$ cat src/rtl/paced_digit_counter.sv
// ---------------------------------------------------------------------------
// paced_digit_counter
//
// Multi-digit up/down counter advanced by an internal rate prescaler tick.
// There is no derived clock: everything runs on clk, and the count moves only
// on the cycle where the prescaler reaches its terminal value.
// Each digit drives an active-low 7-segment pattern.
//
// Optional feature: define PACED_COUNTER_BCD_EN to compile in decimal (BCD)
// counting, BCD wrap and load clamping. The bcd input then selects the mode.
// Without the macro the bcd input is ignored and counting is plain binary.
//
// Ports:
//   clk       - single clock, all logic on posedge
//   reset     - asynchronous, active-high reset
//   en        - count enable; low freezes the prescaler and the count
//   clr       - synchronous clear (count, prescaler, tc)
//   ld        - synchronous load of load_val
//   load_val  - value loaded on ld, 4*DIGITS bits
//   up        - 1 = count up, 0 = count down
//   bcd       - 1 = decimal digits (only with PACED_COUNTER_BCD_EN)
//   rate      - selects prescaler terminal RATE0..RATE3
//   count     - registered count value
//   tick      - registered one-cycle prescaler pulse
//   tc        - registered one-cycle flag on the step that wraps the count
//   hex       - active-low segments, digit i at [7i+6:7i], bit0=a .. bit6=g
// ---------------------------------------------------------------------------
module paced_digit_counter #(
   parameter int          DIGITS = 2,
   parameter int          DIV_W  = 28,
   parameter int unsigned RATE0  = 0,
   parameter int unsigned RATE1  = 49999999,
   parameter int unsigned RATE2  = 99999999,
   parameter int unsigned RATE3  = 199999999
) (
   input  logic                  clk,
   input  logic                  reset,
   input  logic                  en,
   input  logic                  clr,
   input  logic                  ld,
   input  logic [4*DIGITS-1:0]   load_val,
   input  logic                  up,
   input  logic                  bcd,
   input  logic [1:0]            rate,
   output logic [4*DIGITS-1:0]   count,
   output logic                  tick,
   output logic                  tc,
   output logic [7*DIGITS-1:0]   hex
);

   localparam int W = 4 * DIGITS;

   // Active-low segment pattern for one hex digit (gfedcba).
   function automatic logic [6:0] seg7(input logic [3:0] d);
      case (d)
         4'h0: seg7 = 7'b1000000;
         4'h1: seg7 = 7'b1111001;
         4'h2: seg7 = 7'b0100100;
         4'h3: seg7 = 7'b0110000;
         4'h4: seg7 = 7'b0011001;
         4'h5: seg7 = 7'b0010010;
         4'h6: seg7 = 7'b0000010;
         4'h7: seg7 = 7'b1111000;
         4'h8: seg7 = 7'b0000000;
         4'h9: seg7 = 7'b0010000;
         4'hA: seg7 = 7'b0001000;
         4'hB: seg7 = 7'b0000011;
         4'hC: seg7 = 7'b1000110;
         4'hD: seg7 = 7'b0100001;
         4'hE: seg7 = 7'b0000110;
         default: seg7 = 7'b0001110;
      endcase
   endfunction

   // ------------------------------------------------------------------------
   // Prescaler
   // ------------------------------------------------------------------------
   logic [DIV_W-1:0] pcnt;
   logic [DIV_W-1:0] term;
   logic [1:0]       rate_q;
   logic             rate_chg;
   logic             terminal;

   always_comb begin
      case (rate)
         2'd0:    term = DIV_W'(RATE0);
         2'd1:    term = DIV_W'(RATE1);
         2'd2:    term = DIV_W'(RATE2);
         default: term = DIV_W'(RATE3);
      endcase
   end

   // A rate change restarts the period, so the cycle that sees the change
   // never ticks even if pcnt happens to equal the new terminal value.
   assign rate_chg = (rate != rate_q);
   assign terminal = !rate_chg && en && (pcnt == term);

   // NOTE: sequential state uses non-blocking assignments so every register
   // samples pre-edge values regardless of statement order.
   always_ff @(posedge clk or posedge reset) begin
      if (reset) begin
         pcnt   <= '0;
         rate_q <= 2'd0;
         tick   <= 1'b0;
      end else begin
         rate_q <= rate;
         tick   <= terminal;
         if (clr || rate_chg || terminal)
            pcnt <= '0;
         else if (en)
            pcnt <= pcnt + 1'b1;
      end
   end

   // ------------------------------------------------------------------------
   // Next count on a step, and whether that step wraps the full count
   // ------------------------------------------------------------------------
   logic [W-1:0] stepped;
   logic         wrap;
   logic [W-1:0] load_eff;

`ifdef PACED_COUNTER_BCD_EN
   logic       carry;
   logic [3:0] dig;

   // NOTE: every combinational output gets a default before any branch so
   // no path leaves it unassigned (which would infer a latch).
   always_comb begin
      stepped = up ? count + 1'b1 : count - 1'b1;
      wrap    = up ? &count : ~|count;
      carry   = 1'b1;
      dig     = 4'h0;
      if (bcd) begin
         // Ripple through the digits; carry out of the top digit is the wrap.
         for (int i = 0; i < DIGITS; i++) begin
            dig = count[4*i +: 4];
            if (carry) begin
               if (up) begin
                  // >= 9 also folds any stray non-decimal nibble back to 0.
                  if (dig >= 4'd9) dig = 4'd0;
                  else begin
                     dig   = dig + 4'd1;
                     carry = 1'b0;
                  end
               end else begin
                  if (dig == 4'd0) dig = 4'd9;
                  else begin
                     dig   = dig - 4'd1;
                     carry = 1'b0;
                  end
               end
            end
            stepped[4*i +: 4] = dig;
         end
         wrap = carry;
      end
   end

   always_comb begin
      load_eff = load_val;
      if (bcd) begin
         for (int i = 0; i < DIGITS; i++)
            if (load_val[4*i +: 4] > 4'd9) load_eff[4*i +: 4] = 4'd9;
      end
   end
`else
   logic unused_bcd;
   assign unused_bcd = bcd;

   always_comb begin
      stepped = up ? count + 1'b1 : count - 1'b1;
      wrap    = up ? &count : ~|count;
   end

   assign load_eff = load_val;
`endif

   // ------------------------------------------------------------------------
   // Count register: clr > ld > step > hold
   // ------------------------------------------------------------------------
   always_ff @(posedge clk or posedge reset) begin
      if (reset) begin
         count <= '0;
         tc    <= 1'b0;
      end else if (clr) begin
         count <= '0;
         tc    <= 1'b0;
      end else if (ld) begin
         count <= load_eff;
         tc    <= 1'b0;
      end else if (terminal) begin
         count <= stepped;
         tc    <= wrap;
      end else begin
         tc    <= 1'b0;
      end
   end

   // ------------------------------------------------------------------------
   // Segment decode, combinational from count
   // ------------------------------------------------------------------------
   for (genvar g = 0; g < DIGITS; g++) begin : g_seg
      assign hex[7*g +: 7] = seg7(count[4*g +: 4]);
   end

endmodule

$ cat config.mk
export PLATFORM = sky130hd
export DESIGN_NAME = paced_digit_counter
export DESIGN_NICKNAME = d
export VERILOG_FILES = /design/src/rtl/paced_digit_counter.sv
export SDC_FILE = /design/constraint.sdc
export NUM_CORES = 1
export LEC_CHECK = 0
export CORE_MARGIN = 3
export CORE_UTILIZATION = 35
export CTS_BUF_LIST = sky130_fd_sc_hd__clkbuf_16
export DETAILED_ROUTE_END_ITERATION = 12
export PLACE_DENSITY = 0.58
export SLEW_MARGIN = 20
export SYNTH_ARGS = -nofsm -noshare
export SYNTH_HDL_FRONTEND = slang
export SYNTH_SLANG_ARGS = --single-unit
$ cat constraint.sdc
create_clock -name clk -period 6.1 [get_ports clk]
set_input_delay 1.83 -clock clk [delete_from_list [all_inputs] [get_ports clk]]
set_output_delay 1.83 -clock clk [all_outputs]
set_load 0.1 [all_outputs]
**After elaboration in Yosys (flattened, before gate mapping)**

Memory sizes are Yosys's and may differ from the RTL's.
Cells that the tools add are included.

- Flip-flop bits (word level): 40
- Memory bits (read-only): 224
- Bits of input ports: 17
- Output and inout port bits: 24
- Memories: 2

Memory list:

| memory | depth | width | rd ports | clocked after Yosys merged registers in | wr ports | line | text |
|---|---|---|---|---|---|---|---|
| (no name shown) | 16 | 7 | 1 | 0 | 0 | 55 | `case (d)` |
| (no name shown) | 16 | 7 | 1 | 0 | 0 | 55 |  |

- Add/subtract/negate cells: 3
- Equal/unequal tests: 4
- Multiplexer cells: 11
- Reduce and logical (&&, ||, !) cells: 11

Operator list:

| operator | count |
|---|---|
| 28-bit case mux with 3 select lines | 1 |
| 28-bit two-way mux | 2 |
| 8-bit two-way mux | 4 |
| 28-bit by 1-bit adder with 28-bit output (second input constant) | 1 |
| 28-bit equality test | 1 |
| 8-bit by 1-bit adder with 8-bit output (second input constant) | 1 |
| 8-bit AND reduction | 1 |
| 8-bit OR reduction | 1 |
| 8-bit by 1-bit subtractor with 8-bit output (second input constant) | 1 |
| 1-bit two-way mux | 4 |
| 3-bit nonzero test | 1 |
| 2-bit by 1-bit equality test with 1-bit output (second input constant) | 1 |
| 2-bit equality test (second input constant) | 1 |
| 1-bit logical AND | 2 |
| 1-bit logical NOT | 2 |
| 2-bit logical NOT | 1 |
| 1-bit logical OR | 2 |
| 2-bit inequality test | 1 |
| 2-bit nonzero test | 1 |

**Longest topological paths before layout**

Gate-level depths: netlist of run 1.

- Depth after elaboration: 7
- Depth in mapped cells: 10
- Gate-level depth less buffers: 8

**Least setup slack after synthesis of run 1**

OpenSTA, ideal clock, no wires.

- Path kind: register -> output
- Start point: register count[3]
- End point: output hex[4]
- Arrival time: 3.827 ns
- Required time: 4.270 ns
- Slack: 0.443 ns
- Stages on the path, launching flop included: 5
- Path buffers: 2
- Cells stage by stage: dfrtp_1 > clkbuf_1 > clkbuf_1 > mux2i_1 > o21ai_0

- Cells in the longest elaborated chain, start to end: 1

RTL lines:

| item | line | text |
|---|---|---|
| start, declared | 45 | `output logic [4*DIGITS-1:0] count,` |
| start signal, assigned | 189 | `count <= load_eff;` |
| start signal, assigned | 192 | `count <= stepped;` |
| memory read 16 x 7 bit | n/a |  |
| end, declared | 48 | `output logic [7*DIGITS-1:0] hex` |

Every way passes these cells.

**Worst setup path after layout of run 1**

- Start point: register count[5]
- End point: output hex[7]

Same word-level chain as after synthesis.

==> results.yml, run 1 <==
logic_synthesis:
  muxShareOfSynthArea_pct: 5.89
  yosysSeqAreaShare_pct: 33.6
  synth_xor_area_share_pct: 11.8
  yosys.area_share.adder_pct: 10.3
  async_flop_share_pct: 100
  synth_compound_area_share_pct: 10.2
  yosys.area_share.simple_pct: 24.0
  dominantRegCellSynth: "dfrtp_1"
  synth_edf_count: 0
  ys_ff_latch: 40
  syn_area_um2: 2980
  yosysUniqueCellTypes: 49
  yosys_warnings: 0
  synthCells: 331
  synth_top_family_by_area: "simple AND/OR/NAND/NOR gates"
  avgSynthCellArea_um2: 8.99
  synthesis.nets: 372
grt:
  grtUsageTotal_pct: 14.1
  grt_antenna_before_repair: 0
  grt_pass1_wl_mm: 11.3
  grt_overflow: 0
  grt_start_max_net_pins: 41
  grt_pass1_vias: 2245
min_path:
  hp-class: "flip-flop to flip-flop"
clock_tree:
  cts-resized-gates: 0
  cts_buffers: 5
  clock_latency_ns: 0.28
  post-cts-setup-buffer-count: 0
  clock-sinks: 40
  cts_tree: "done"
  htreeDepth: 2
  cts_hold_buf: 0
  cts.reportedPaths.clkPinSlew_ns: 0.06
  cts-root-buf: "clkbuf_16"
  clockBufferDepth: 2
timing:
  rsz0062_at_grt: "false"
  setup_viol: 0
  min_period_ns: 4.79
  fmax_mhz: 209
  fin_skew_ns: 0.00471
  slew_viol_final: 0
  slew_headroom_pct: 34.8
  worst_pin_slew_ns: 0.975
  setup_tns_ns: 0
  final-hold-violation-count: 0
  period_share_pct: 78.5
routing:
  wire_per_inst_um: 14.1
  drt_pass1_iterations: 4
  drt_iter0_drc: 80
  avgViaCountPerCell: 5.15
  finalWirelength_mm: 6.63
  final_antenna_net_count: 0
  vias: 2424
  route.detailed.drc: 0
placed_design:
  dpl_cell_area_um2: 3450
  dpl.hpwl_mm: 4.79
  portBuffers: 39
  place_congestion: 0.814
final_layout:
  drive_above_1_share_pct: 5.74
  syn2layout_area_growth_pct: 22.3
  n_antenna_cell: 0
  post-route-cell-area_um2: 3640
  fin_util_pct: 44.3
  fin_nets: 407
status:
  status: "finished, final reports clean"
die:
  die_h_um: 98.2
  rows: 33
  die-area_um2: 9640
  ioPinCount: 41
  core-area_um2: 8220
  die_width_um: 98.2
  initial_core_util_pct: 36.2
setup_path:
  path_class: "flip-flop to primary output"
  worst_setup_path_start_kind: "flip-flop"
  worst-path-max-fanout: 8
  arrival_ns: 2.96
  end_kind: "primary output"
  cp_cell_sequence: "inv_1 > ha_1 > nor2_1 > or3b_2 > o21ai_0 > clkdlybuf4s50_1"
  cp.required_ns: 4.27
  cpPeakStageDelay_ns: 1.16
  worst_path_max_delay_cell: "clkdlybuf4s50_1"
power_and_ir_drop:
  peakVddDrop_v: 0.0000859
  leakage_nw: 1.50
  power_density_nw_per_um2: 236
flow_run:
  maxCapViolCount: 0
==> path summary, 6_finish.rpt <==
check / to / slack (ns) / from / cells past startpoint
worst max-delay path: hex[7] / 1.31 / count[5]$_DFFE_PP0P_ / 6
worst min-delay path: pcnt[4]$_DFFE_PP0P_ / 0.58 / pcnt[4]$_DFFE_PP0P_ / 2
worst max register to register: count[7]$_DFFE_PP0P_ / 3.34 / pcnt[10]$_DFFE_PP0P_ / 6
worst min register to register: pcnt[4]$_DFFE_PP0P_ / 0.58 / pcnt[4]$_DFFE_PP0P_ / 2
max in group asynchronous: pcnt[6]$_DFFE_PP0P_ / 3.74 / reset / 3
min in group asynchronous: count[4]$_DFFE_PP0P_ / 1.98 / reset / 3
==> registers in the layout, summed over array words and instances, names as in the netlist <==
signal	count
tc	1
count	8
pcnt	28
rate_q	2
tick	1
==> per-layer routing <==
metal | wire length (um) | GRT usage, % | up-vias
met1 | 3370 | 20.8 | 1156
met2 | 2930 | 21.8 | 42
met3 | 301 | 2.64 | 2
met4 | 29 | 2.52 | 0
li1 | - | - | 1224
met5 | 0 | 0 | -
==> Yosys cell counts (all sizes together), types with 4 or more instances <==
cell,count,area [um2]
nand3,14,70.1
nor3,9,45.0
nand4,12,75.1
xor2,25,219
a211oi,7,57.6
nor4,4,40.0
nor2,57,214
mux2i,13,130
a21oi,10,50.1
dfrtp,40,1000
xnor2,15,131
a22o,4,35.0
or3,4,25.0
o21ai,5,25.0
clkbuf,9,33.8
ha,23,288
nand2,19,71.3
inv,15,56.3
==> layout make-up <==
type                            instances  area (um2)
Timing Repair Buffer                   42         413
Inverter                               15        56.3
Multi-Input combinational cell        262        1850
Sequential cell                        40        1000
Fill cell                             820        4580
Tap cell                              105         131
Clock inverter                          2        60.1
Clock buffer                            5         125
==> kinds of logic (layout without fill, tap and decap cells) <==
group,after synthesis,after routing
multiplexers,15,15
flip-flops,40,40
AO/OA/AOI/OAI,41,41
adder cells (fa/ha/maj),24,24
XOR/XNOR,40,40
AND/OR/NAND/NOR,142,142
buffers and inverters,29,64
==> report_power, final <==
part | switching [mW] | total, mW | internal [mW]
Combinational | 0.168 | 0.241 | 0.0726
Sequential | 0.0143 | 0.284 | 0.270
Clock | 0.103 | 0.335 | 0.232
Total | 0.286 | 0.860 | 0.574
==> per-stage QoR <==
stage               hold slack [ns]  setup WS (ns)  cells  power [mW]
finish                        0.584           1.31    471       0.860
global route                  0.617           1.09    471       0.894
CTS                           0.585           1.30    471       0.871
detailed placement            0.565           1.08    464       0.532
global placement              0.554           1.12    464       0.529
floorplan                     0.516          0.443    331       0.473
==> worst max-delay path: cells and delay by family (launching register included) <==
family | cells | cell delay, ns
compound gates | 1 | 0.09
fa+ha+maj | 1 | 0.25
buf+inv | 2 | 1.34
flops | 1 | 0.48
simple gates | 2 | 0.53
==> cell usage in the layout (no fill, tap or decap), drive strengths merged, types with 12 or more instances in the layout <==
| cell type | instances |
|---|---|
| clkdlybuf4s50 | 39 |
| dfrtp | 40 |
| ha | 23 |
| inv | 15 |
| mux2i | 13 |
| nand2 | 19 |
| nand3 | 14 |
| nand4 | 12 |
| nor2 | 57 |
| xnor2 | 15 |
| xor2 | 25 |
No activity file was read; power rests on OpenSTA's default activity.
==> run 2: changes to the inputs <==
- clock period: 6.1 -> 5 ns (I/O delays scaled with it)
==> run 2 against run 1 <==
- via count increased by 1.8%
- sequential share of layout area up 0.15 points
- sequential cell count unchanged
- register-to-register slack got worse by 0.90 ns
- sequential power rose by 21%
- core utilization fell by 0.24 points
- first-iteration DRC count grew 23%
- cell area fell by 0.55%
==> results.yml, run 2 (same netlist as run 1, synthesis figures left out) <==
status:
  status: "finished, final reports clean"
setup_path:
  arrival_ns: 2.80
  cp_cell_sequence: "inv_1 > ha_1 > inv_1 > mux4_2 > clkdlybuf4s50_1"
  cp.required_ns: 3.50
  cp_common_cell: "inv_1"
  worst_path_max_delay_cell: "clkdlybuf4s50_1"
  critPathTopFamily: "buffers and inverters"
  worst_setup_path_start_kind: "flip-flop"
  worst-path-max-fanout: 10
  end_kind: "primary output"
  critPathBufInv: 3
  cpPeakStageDelay_ns: 0.98
  path_class: "flip-flop to primary output"
routing:
  final_antenna_net_count: 0
  drt_pass1_iterations: 4
  route.detailed.drc: 0
  wire_per_inst_um: 14.1
  drt_iter0_drc: 98
  finalWirelength_mm: 6.70
  avgViaCountPerCell: 5.20
  vias: 2467
power_and_ir_drop:
  power_density_nw_per_um2: 278
  leakage_nw: 1.52
  peakVddDrop_v: 0.000176
final_layout:
  regArea_um2: 1000
  final_common_cell: "nor2_1"
  largest_register_ffs: 28
  fin_nets: 409
  drive_above_1_share_pct: 9.49
  top_regs: "pcnt (28), count (8), rate_q (2)"
  multi_input_comb_area_um2: 1850
  top_register: "pcnt"
  n_antenna_cell: 0
  syn2layout_area_growth_pct: 21.6
  final_cell_mix: "57 x nor2_1, 40 x dfrtp_1, 27 x clkdlybuf4s50_1"
  nFillCells: 813
timing:
  whs_ns: 0.581
  slew_headroom_pct: 35.1
  final-hold-violation-count: 0
  rsz0062_at_grt: "false"
  setup_viol: 0
  fmax_mhz: 232
  fin_skew_ns: 0.00650
  worst_pin_slew_ns: 0.970
  min_period_ns: 4.30
  setup_tns_ns: 0
  slew_viol_final: 0
  period_share_pct: 86.0
die:
  core-area_um2: 8220
  rows: 33
  initial_core_util_pct: 36.2
  die_width_um: 98.2
  ioPinCount: 41
  die_h_um: 98.2
  die-area_um2: 9640
clock_tree:
  htreeDepth: 2
  cts-resized-gates: 0
  clock-sinks: 40
  cts-root-buf: "clkbuf_16"
  cts_tree: "done"
  clockBufferDepth: 2
  post-cts-setup-buffer-count: 0
  cts_buffers: 5
  clock_latency_ns: 0.28
  cts_hold_buf: 0
  cts.reportedPaths.clkPinSlew_ns: 0.06
placed_design:
  portBuffers: 39
  place_congestion: 0.798
  dpl.hpwl_mm: 4.96
flow_run:
  maxCapViolCount: 0
min_path:
  hp-class: "flip-flop to flip-flop"
grt:
  grt_pass1_wl_mm: 11.4
  grtUsageTotal_pct: 14.4
  grt_start_max_net_pins: 24
  grt_overflow: 0
  grt_antenna_before_repair: 0
  grt_pass1_vias: 2326
run 2: changes by cell type in the layout (fill, tap and decap cells not counted), sizes merged:
cell	before	now
buf	3	17
clkinv	0	2
clkdlybuf4s50	39	27
bufinv	2	1
run 2: worst min-delay path, delay by kind of cell (launching register included):
kind,cells,cell delay [ns]
XOR/XNOR,1,0.08
flip-flops,1,0.38
AND/OR/NAND/NOR,1,0.07
run 2: worst paths after layout:
path,cells past startpoint,slack (ns),end,start
setup / recovery,5,0.70,hex[3],count[0]$_DFFE_PP0P_
hold / removal,2,0.58,pcnt[22]$_DFFE_PP0P_,pcnt[22]$_DFFE_PP0P_
setup reg to reg,7,2.44,count[7]$_DFFE_PP0P_,pcnt[10]$_DFFE_PP0P_
hold reg to reg,2,0.58,pcnt[22]$_DFFE_PP0P_,pcnt[22]$_DFFE_PP0P_
max in group asynchronous,3,2.51,pcnt[8]$_DFFE_PP0P_,reset
min in group asynchronous,2,1.69,pcnt[10]$_DFFE_PP0P_,reset
run 2: power breakdown:
part	internal [mW]	leakage [nW]	switching (mW)	total, mW
sequential	0.329	0.547	0.0151	0.344
combinational	0.0869	0.893	0.209	0.296
clock	0.235	0.0814	0.130	0.364
run 2: layout make-up:
class / instances / share of cell area [%]
clock inverters: 3 / 1.18
multi-input cells: 262 / 51.2
clock buffers: 5 / 3.46
well taps: 105 / 3.63
inverters: 15 / 1.56
repair buffers: 44 / 11.3
flip-flops and latches: 40 / 27.7
run 2: per-layer routing:
layer	share of wire, %	global-route usage, %	vias up
li1	-	-	1234
met1	50	20.1	1175
met2	44	22.6	51
met3	4.9	3.21	7
met4	1.1	3.99	0
met5	0	0	-
run 2: through the flow:
step                cells  power [mW]  setup slack, ns  util [%]  area [um2]
floorplan             331       0.578            0.331         -        2980
global placement      466       0.645            0.572      42.0        3450
detailed placement    466       0.648            0.533      42.0        3450
CTS                   474        1.02            0.691      44.0        3620
global route          474        1.05            0.592      44.0        3620
finish                474        1.00            0.699      44.0        3620
